<file path="config.mk">
export PLATFORM = sky130hd
export DESIGN_NAME = square_wave_meter_flat
export DESIGN_NICKNAME = d
export VERILOG_FILES = /design/src/rtl/square_wave_meter_if.sv /design/src/rtl/square_wave_meter.sv /design/src/flat_wrapper.sv
export SDC_FILE = /design/constraint.sdc
export NUM_CORES = 1
export LEC_CHECK = 0
export ABC_AREA = 1
export CAP_MARGIN = 5
export CORE_MARGIN = 4
export CORE_UTILIZATION = 25
export DETAILED_ROUTE_END_ITERATION = 16
export GPL_ROUTABILITY_DRIVEN = 0
export PLACE_DENSITY = 0.51
export SLEW_MARGIN = 20
export SYNTH_ARGS = -nofsm -noshare
export SYNTH_HDL_FRONTEND = slang
export SYNTH_SLANG_ARGS = --single-unit
</file>
<file path="constraint.sdc">
create_clock -name clk_100kHz -period 15.1 [get_ports clk_100kHz]
set_input_delay 3.775 -clock clk_100kHz [delete_from_list [all_inputs] [get_ports clk_100kHz]]
set_output_delay 3.775 -clock clk_100kHz [all_outputs]
set_load 0.03 [all_outputs]
</file>
<file path="src/rtl/square_wave_meter_if.sv">
// Signal bundle between a square-wave source and square_wave_meter.
// The source drives square_wave; the meter drives every measurement result.
interface square_wave_meter_if #(
    parameter int CNT_W = 16
);
    logic             square_wave;
    logic [CNT_W-1:0] period;
    logic [CNT_W-1:0] high_time;
    logic             valid;
    logic [6:0]       duty_pct;
    logic             duty_valid;
    logic             locked;
    logic             timeout;

    modport master (
        output square_wave,
        input  period, high_time, valid, duty_pct, duty_valid, locked, timeout
    );

    modport slave (
        input  square_wave,
        output period, high_time, valid, duty_pct, duty_valid, locked, timeout
    );
endinterface

</file>
<file path="src/rtl/square_wave_meter.sv">
// Measures period, high time and duty cycle of an asynchronous square wave,
// counting in clk_100kHz cycles; duty comes from a 7-bit sequential divider.
module square_wave_meter #(
    parameter int CNT_W       = 16,
    parameter int SYNC_STAGES = 2   // must be >= 2
) (
    input  logic                clk_100kHz,
    input  logic                rst,
    square_wave_meter_if.slave  bus
);
    localparam int               NUM_W   = CNT_W + 7;
    localparam logic [CNT_W-1:0] CNT_MAX = {CNT_W{1'b1}};
    localparam logic [NUM_W-1:0] HUNDRED = NUM_W'(100);

    typedef enum logic [1:0] {
        S_IDLE,
        S_HIGH,
        S_LOW
    } state_t;

    // Input path
    logic [SYNC_STAGES-1:0] sync_q, sync_d;
    logic [SYNC_STAGES:0]   warm_q, warm_d;
    logic                   lvl_prev_q, lvl_prev_d;
    logic                   level, armed, rise, fall;

    // Measurement
    state_t                 state_q, state_d;
    logic [CNT_W-1:0]       cnt_q, cnt_d;
    logic [CNT_W-1:0]       hi_lat_q, hi_lat_d;
    logic [CNT_W-1:0]       period_q, period_d;
    logic [CNT_W-1:0]       high_time_q, high_time_d;
    logic                   valid_q, valid_d;
    logic                   locked_q, locked_d;
    logic                   timeout_q, timeout_d;
    logic                   publish;

    // Duty divider
    logic [NUM_W-1:0]       rem_q, rem_d;
    logic [NUM_W-1:0]       dsh_q, dsh_d;
    logic [6:0]             quo_q, quo_d;
    logic [2:0]             step_q, step_d;
    logic                   busy_q, busy_d;
    logic [6:0]             duty_pct_q, duty_pct_d;
    logic                   duty_valid_q, duty_valid_d;

    // warm_q masks the edge detector until prev holds a genuinely sampled
    // level, so the level present at reset release never looks like an edge.
    assign level = sync_q[SYNC_STAGES-1];
    assign armed = warm_q[SYNC_STAGES];
    assign rise  = armed &  level & ~lvl_prev_q;
    assign fall  = armed & ~level &  lvl_prev_q;

    always_comb begin
        // NOTE: every _d gets its default first, so no branch can infer a latch.
        sync_d       = {sync_q[SYNC_STAGES-2:0], bus.square_wave};
        warm_d       = {warm_q[SYNC_STAGES-1:0], 1'b1};
        lvl_prev_d   = level;
        state_d      = state_q;
        hi_lat_d     = hi_lat_q;
        period_d     = period_q;
        high_time_d  = high_time_q;
        valid_d      = 1'b0;
        locked_d     = locked_q;
        timeout_d    = timeout_q;
        publish      = 1'b0;
        rem_d        = rem_q;
        dsh_d        = dsh_q;
        quo_d        = quo_q;
        step_d       = step_q;
        busy_d       = busy_q;
        duty_pct_d   = duty_pct_q;
        duty_valid_d = 1'b0;

        if (rise) begin
            cnt_d = CNT_W'(1);
        end else if (cnt_q == CNT_MAX) begin
            cnt_d = cnt_q;
        end else begin
            cnt_d = cnt_q + CNT_W'(1);
        end

        case (state_q)
            S_IDLE: begin
                if (rise) begin
                    state_d = S_HIGH;
                end
            end
            S_HIGH: begin
                if (fall) begin
                    hi_lat_d = cnt_q;
                    state_d  = S_LOW;
                end else if (cnt_q == CNT_MAX) begin
                    timeout_d = 1'b1;
                    locked_d  = 1'b0;
                    state_d   = S_IDLE;
                end
            end
            S_LOW: begin
                if (rise) begin
                    publish = 1'b1;
                    state_d = S_HIGH;
                end else if (cnt_q == CNT_MAX) begin
                    timeout_d = 1'b1;
                    locked_d  = 1'b0;
                    state_d   = S_IDLE;
                end
            end
            default: state_d = S_IDLE;
        endcase

        if (publish) begin
            period_d    = cnt_q;
            high_time_d = hi_lat_q;
            valid_d     = 1'b1;
            locked_d    = 1'b1;
            timeout_d   = 1'b0;
        end

        // Quotient < 100 < 2^7, so comparing against period<<6 .. period<<0
        // yields all seven bits; a fresh measurement restarts the division.
        if (publish) begin
            rem_d  = NUM_W'(hi_lat_q) * HUNDRED;
            dsh_d  = {1'b0, cnt_q, 6'b0};
            quo_d  = '0;
            step_d = '0;
            busy_d = 1'b1;
        end else if (busy_q) begin
            if (step_q == 3'd7) begin
                duty_pct_d   = quo_q;
                duty_valid_d = 1'b1;
                busy_d       = 1'b0;
            end else begin
                if (rem_q >= dsh_q) begin
                    rem_d = rem_q - dsh_q;
                    quo_d = {quo_q[5:0], 1'b1};
                end else begin
                    quo_d = {quo_q[5:0], 1'b0};
                end
                dsh_d  = dsh_q >> 1;
                step_d = step_q + 3'd1;
            end
        end
    end

    always_ff @(posedge clk_100kHz or posedge rst) begin
        if (rst) begin
            sync_q       <= '0;
            warm_q       <= '0;
            lvl_prev_q   <= 1'b0;
            state_q      <= S_IDLE;
            cnt_q        <= '0;
            hi_lat_q     <= '0;
            period_q     <= '0;
            high_time_q  <= '0;
            valid_q      <= 1'b0;
            locked_q     <= 1'b0;
            timeout_q    <= 1'b0;
            rem_q        <= '0;
            dsh_q        <= '0;
            quo_q        <= '0;
            step_q       <= '0;
            busy_q       <= 1'b0;
            duty_pct_q   <= '0;
            duty_valid_q <= 1'b0;
        end else begin
            // NOTE: non-blocking updates so every flop samples pre-edge values.
            sync_q       <= sync_d;
            warm_q       <= warm_d;
            lvl_prev_q   <= lvl_prev_d;
            state_q      <= state_d;
            cnt_q        <= cnt_d;
            hi_lat_q     <= hi_lat_d;
            period_q     <= period_d;
            high_time_q  <= high_time_d;
            valid_q      <= valid_d;
            locked_q     <= locked_d;
            timeout_q    <= timeout_d;
            rem_q        <= rem_d;
            dsh_q        <= dsh_d;
            quo_q        <= quo_d;
            step_q       <= step_d;
            busy_q       <= busy_d;
            duty_pct_q   <= duty_pct_d;
            duty_valid_q <= duty_valid_d;
        end
    end

    assign bus.period     = period_q;
    assign bus.high_time  = high_time_q;
    assign bus.valid      = valid_q;
    assign bus.duty_pct   = duty_pct_q;
    assign bus.duty_valid = duty_valid_q;
    assign bus.locked     = locked_q;
    assign bus.timeout    = timeout_q;
endmodule

</file>
<file path="src/flat_wrapper.sv">
// flat-port wrapper written by rule: the top's interface ports become plain ports
module square_wave_meter_flat 
#(
    parameter int CNT_W       = 16,
    parameter int SYNC_STAGES = 2                  
)
  (clk_100kHz, rst, bus_square_wave, bus_period, bus_high_time, bus_valid, bus_duty_pct, bus_duty_valid, bus_locked, bus_timeout);
  square_wave_meter_if #(.CNT_W(CNT_W)) bus_i ();
  input  logic clk_100kHz;
  input  logic rst;
  input wire logic [$bits(bus_i.square_wave)-1:0] bus_square_wave;
  output wire logic [$bits(bus_i.period)-1:0] bus_period;
  output wire logic [$bits(bus_i.high_time)-1:0] bus_high_time;
  output wire logic [$bits(bus_i.valid)-1:0] bus_valid;
  output wire logic [$bits(bus_i.duty_pct)-1:0] bus_duty_pct;
  output wire logic [$bits(bus_i.duty_valid)-1:0] bus_duty_valid;
  output wire logic [$bits(bus_i.locked)-1:0] bus_locked;
  output wire logic [$bits(bus_i.timeout)-1:0] bus_timeout;
  assign bus_i.square_wave = bus_square_wave;
  assign bus_period = bus_i.period;
  assign bus_high_time = bus_i.high_time;
  assign bus_valid = bus_i.valid;
  assign bus_duty_pct = bus_i.duty_pct;
  assign bus_duty_valid = bus_i.duty_valid;
  assign bus_locked = bus_i.locked;
  assign bus_timeout = bus_i.timeout;
  square_wave_meter #(.CNT_W(CNT_W), .SYNC_STAGES(SYNC_STAGES)) u_core (.clk_100kHz(clk_100kHz), .rst(rst), .bus(bus_i));
endmodule
</file>
* Word-level counts from Yosys, hierarchy flattened *
Cells that the tools add are included.

word-level totals
  bits in read-only memories = 0
  input bits = 3
  memory bits (writable) = 0
  bits in latches = 0
  word-level logic and storage cells = 88
  memories kept = 0
  output and inout bits = 43
  bits in registers = 140

cells by class
  multipliers = 1
  mux-type cells = 40
  $add $sub $neg = 3
  div/mod/pow operators = 0
  shift-type cells = 0
  $lt $le $gt $ge = 1
  eq/ne operators = 9
  bitwise operators = 7
  reductions and logical operators = 9

operators by type and width
  cell                                                                   count
  23-bit 2-to-1 mux                                                      7
  16-bit 2-to-1 mux                                                      2
  23-bit >= comparator                                                   1
  23-bit subtractor                                                      1
  16-bit by 5-bit multiplier with 21-bit output, second input constant   1
  7-bit 2-to-1 mux                                                       3
  1-bit 2-to-1 mux                                                       18
  16-bit by 1-bit adder with 16-bit output, second input constant        1
  16-bit equality test, second input constant                            1
  3-bit 2-to-1 mux                                                       3
  3-bit AND reduction                                                    3
  2-bit 2-to-1 mux                                                       4
  2-bit by 1-bit != test with 1-bit output, second input constant        3
  3-bit != test, second input constant                                   2
  2-bit one-hot mux with 3 select lines                                  1
  1-bit AND                                                              4
  1-bit one-hot mux with 2 select lines                                  2
  2-bit AND reduction                                                    2
  2-bit nonzero test                                                     2
  3-bit by 1-bit adder with 3-bit output, second input constant          1
  3-bit equality test, second input constant                             1
  1-bit NOT                                                              3
  3-bit nonzero test                                                     1
  2-bit by 1-bit equality test with 1-bit output, second input constant  1
  2 further kinds                                                        2

* Logic depth before layout (Yosys ltp) *
  word-level depth = 6
  gate-level depth with buffers = 18
  mapped depth without buffers = 18

* Worst setup path before layout *
OpenSTA, ideal clock, no wires.

  kind = reg2out
  start point = register u_core.timeout_q (netlist: u_core.bus.timeout)
  end point = output bus_timeout
  arrival time = 0.482 ns
  setup slack = 10.843 ns
  cell stages (with the launch flop) = 1
  required time = 11.325 ns
  path buffers = 0
  cell sequence = dfrtp_1

RTL lines
  item                    RTL line                  RTL
  start, declared         square_wave_meter.sv:35   logic timeout_q, timeout_d;
  start signal, assigned  square_wave_meter.sv:178  timeout_q <= timeout_d;
  end, declared           flat_wrapper.sv:18        output wire logic [$bits(bus_i.timeout)-1:0] bus_timeout;

No word-level cell between the ends.

* Worst setup path in the final report *
  start point = register u_core.period_q[9] (netlist: u_core.bus.period[9])
  end point = output bus_period[9]

RTL lines
  item                    RTL line                  RTL
  start, declared         square_wave_meter.sv:31   logic [CNT_W-1:0] period_q, period_d;
  start signal, assigned  square_wave_meter.sv:174  period_q <= period_d;
  end, declared           flat_wrapper.sv:12        output wire logic [$bits(bus_i.period)-1:0] bus_period;

No word-level cell between the ends.

==> results.yml <==
outcome:
  status: "complete, no violations"
critical_path:
  r2r_start: "u_core.hi_lat_q[4]$_DFFE_PP0P_"
  crit_slowest_cell: "clkdlybuf4s50_1"
  cp_num_buf_inv: 1
  worst_setup_path_end_kind: "primary output"
  critPathRequiredTime_ns: 11.32
  path_class: "register to primary output"
  cp_cell_sequence: "clkdlybuf4s50_1"
  rr_worst_depth: 15
  r2r-end: "u_core.rem_q[14]$_DFFE_PP0P_"
  startpoint_type: "register"
  cp.arrival_ns: 1.48
  crit_family: "buffers and inverters"
  cp_max_fo: 2
  reg2reg_slack_ns: 11.90
  slowest_delay_ns: 0.68
min_path:
  hp-start: "u_core.warm_q[1]$_DFF_PP0_"
  whs_endpoint: "u_core.warm_q[2]$_DFF_PP0_"
  hold_class: "register to register"
  hold_path_depth: 0
sta:
  slew_headroom_pct: 30.89
  worst_slew_pin_slew_ns: 1.036
  rsz0062_at_grt: "no"
  fmax_ghz: 0.1902
  setup_viol: 0
  post-route-period-util_pct: 34.81
  slew_violations: 0
  finClkSkew_ns: 0.01661
  min_period_ns: 5.256
  hold_viol: 0
  fin_tns_setup_ns: 0
route:
  wirelength_um: 25110
  drtIter0Drc: 401
  dr_total_vias: 7973
  first_pass_iters: 5
  postRouteAntennaNets: 0
  viasPerCell: 4.494
  wire_per_inst_um: 14.15
  route.detailed.drc: 0
yosys:
  yosys_warnings: 0
  yosysSeqAreaShare_pct: 37.36
  synth.avg_cell_area_um2: 7.395
  synthCells: 1259
  synth.net_count: 1356
  synth_async_sr_flop_share_pct: 100.0
  synth_edf_count: 0
  ys.flop_type: "dfrtp_1"
  syn_area_um2: 9310
  synth_seq_cells: 139
  synth_cell_types: 42
die:
  die_h_um: 201.0
  dieArea_um2: 40390
  die_x_um: 201.0
  coreArea_um2: 36700
  num_rows: 70
  start_util_pct: 25.37
  ios: 46
layout:
  mostFrequentLayoutCells: "382 x nand2_1, 217 x inv_1, 139 x dfrtp_1, 97 x nand3_1, 82 x ha_1"
  seqCellArea_um2: 3478
  fillers: 3992
  final_common_cell: "nand2_1"
  multiInputGateArea_um2: 4835
  final_util_pct: 29.43
  final_nets: 1390
  drive_above_1_share_pct: 5.590
  insertedDiodeCount: 0
  area_delta_synth_final_pct: 15.99
global_routing:
  grt_max_degree: 79
  gr-usage-all-layers_pct: 12.78
  grt_pass1_wl_um: 41730
  grt_pass1_vias: 8008
  antenna_found_initial: 0
  grt_overflow: 0
power:
  peakVddDrop_mv: 0.09604
  p_per_area_nw_per_um2: 176.4
  p_leak_nw: 5.831
clock_tree:
  clock_latency_ns: 0.44
  ctsHoldBuffers: 0
  clkTransAtPathRegs_ns: 0.08
  cts_max_level: 4
  clk_path_buf_depth: 2
  clockRootBuffer: "clkbuf_16"
  tritoncts: "yes"
  numCtsBuffers: 17
  cts_setup_buffers: 0
  cts_resized: 0
  cts_sinks: 139
placed_design:
  port_buffers: 45
  dp_hpwl_um: 18720
job:
  cap_violations: 0
## through the flow
step	instances	total power, mW	hold slack, ns	cell area [um2]	worst slack [ns]
final	1774	1.905	0.3494	10800	9.844
after global routing	1774	2.107	0.3671	10800	9.619
after CTS	1774	1.923	0.3504	10800	9.808
after detailed placement	1742	1.491	0.3356	10230	9.336
after global placement	1742	1.486	0.3335	10230	9.337
after floorplan	1259	1.257	0.3312	9310	7.600
## logic make-up after synthesis
logic type,count (synthesis),share of synthesized area (%)
simple gates,611,28.22
other cells,1,0.04028
xor+xnor,15,1.411
compound gates,141,8.480
fa+ha+maj,94,13.60
flops,139,37.36
buf+inv,258,10.89
## cell usage after synthesis (2+ instances only)
library cell / instances / area share (%)
buf_4: 4 / 0.32
nand3_1: 97 / 5.2
nor4_1: 2 / 0.13
a31oi_1: 16 / 1.1
nor3_1: 11 / 0.59
xnor2_1: 5 / 0.47
fa_1: 12 / 2.6
nand3b_1: 8 / 0.65
clkbuf_1: 16 / 0.65
o211ai_1: 15 / 1.2
nand2_1: 382 / 15
or2_2: 3 / 0.20
inv_1: 218 / 8.8
nand4_1: 11 / 0.74
a21oi_1: 32 / 1.7
nand3_2: 3 / 0.32
nand2_2: 9 / 0.60
o21ai_0: 67 / 3.6
buf_2: 12 / 0.65
ha_1: 82 / 11
a211oi_1: 3 / 0.24
nor2_2: 7 / 0.47
nor2_1: 71 / 2.9
a21o_1: 2 / 0.16
dfrtp_1: 139 / 37
xor2_1: 10 / 0.94
inv_2: 6 / 0.24
buf_6: 2 / 0.24
## where the power goes
| part | internal (mW) | switching, mW |
|---|---|---|
| registers | 0.441 | 0.0569 |
| clock network | 0.220 | 0.197 |
| logic | 0.348 | 0.642 |
## final cells by class
type | instances | share of cell area [%]
clock inverters | 15 | 1.356
clock buffers | 17 | 3.939
flip-flops and latches | 139 | 32.21
multi-input cells | 862 | 44.77
well taps | 468 | 5.422
repair buffers | 49 | 4.449
inverters | 224 | 7.855
## flip-flops by register name, summed over array words and instances (netlist names), 2 cells and up
signal	flops
u_core.cnt_q	16
u_core.bus.period	16
u_core.hi_lat_q	16
u_core.bus.high_time	16
u_core.warm_q	3
u_core.step_q	3
u_core.rem_q	23
u_core.bus.duty_pct	7
u_core.quo_q	7
u_core.sync_q	2
u_core.dsh_q	22
u_core.state_q	2
## metal layers
metal	vias up	wire length [um]	share of wire, %	global-route usage, %
met5	-	0	0	0
met4	0	483	1.9	3.958
met3	33	713	2.8	2.375
met2	122	11480	46	20.80
met1	3765	12430	49	17.29
li1	4053	-	-	-
## worst max-delay path by stage
stage	start	to	slack, ns	depth (start not counted)
6_report	u_core.bus.period[9]$_DFFE_PP0P_	bus_period[9]	9.84	1
5_1_grt	rst	u_core.bus.period[5]$_DFFE_PP0P_	9.62	3
4_1_cts	u_core.bus.high_time[1]$_DFFE_PP0P_	bus_high_time[1]	9.81	1
3_5_place_dp	rst	u_core.sync_q[1]$_DFF_PP0_	9.34	3
3_3_place_gp	rst	u_core.sync_q[1]$_DFF_PP0_	9.34	3
2_1_floorplan	rst	u_core.bus.duty_pct[0]$_DFFE_PP0P_	7.60	1
No activity file was read; power rests on OpenSTA's default activity.
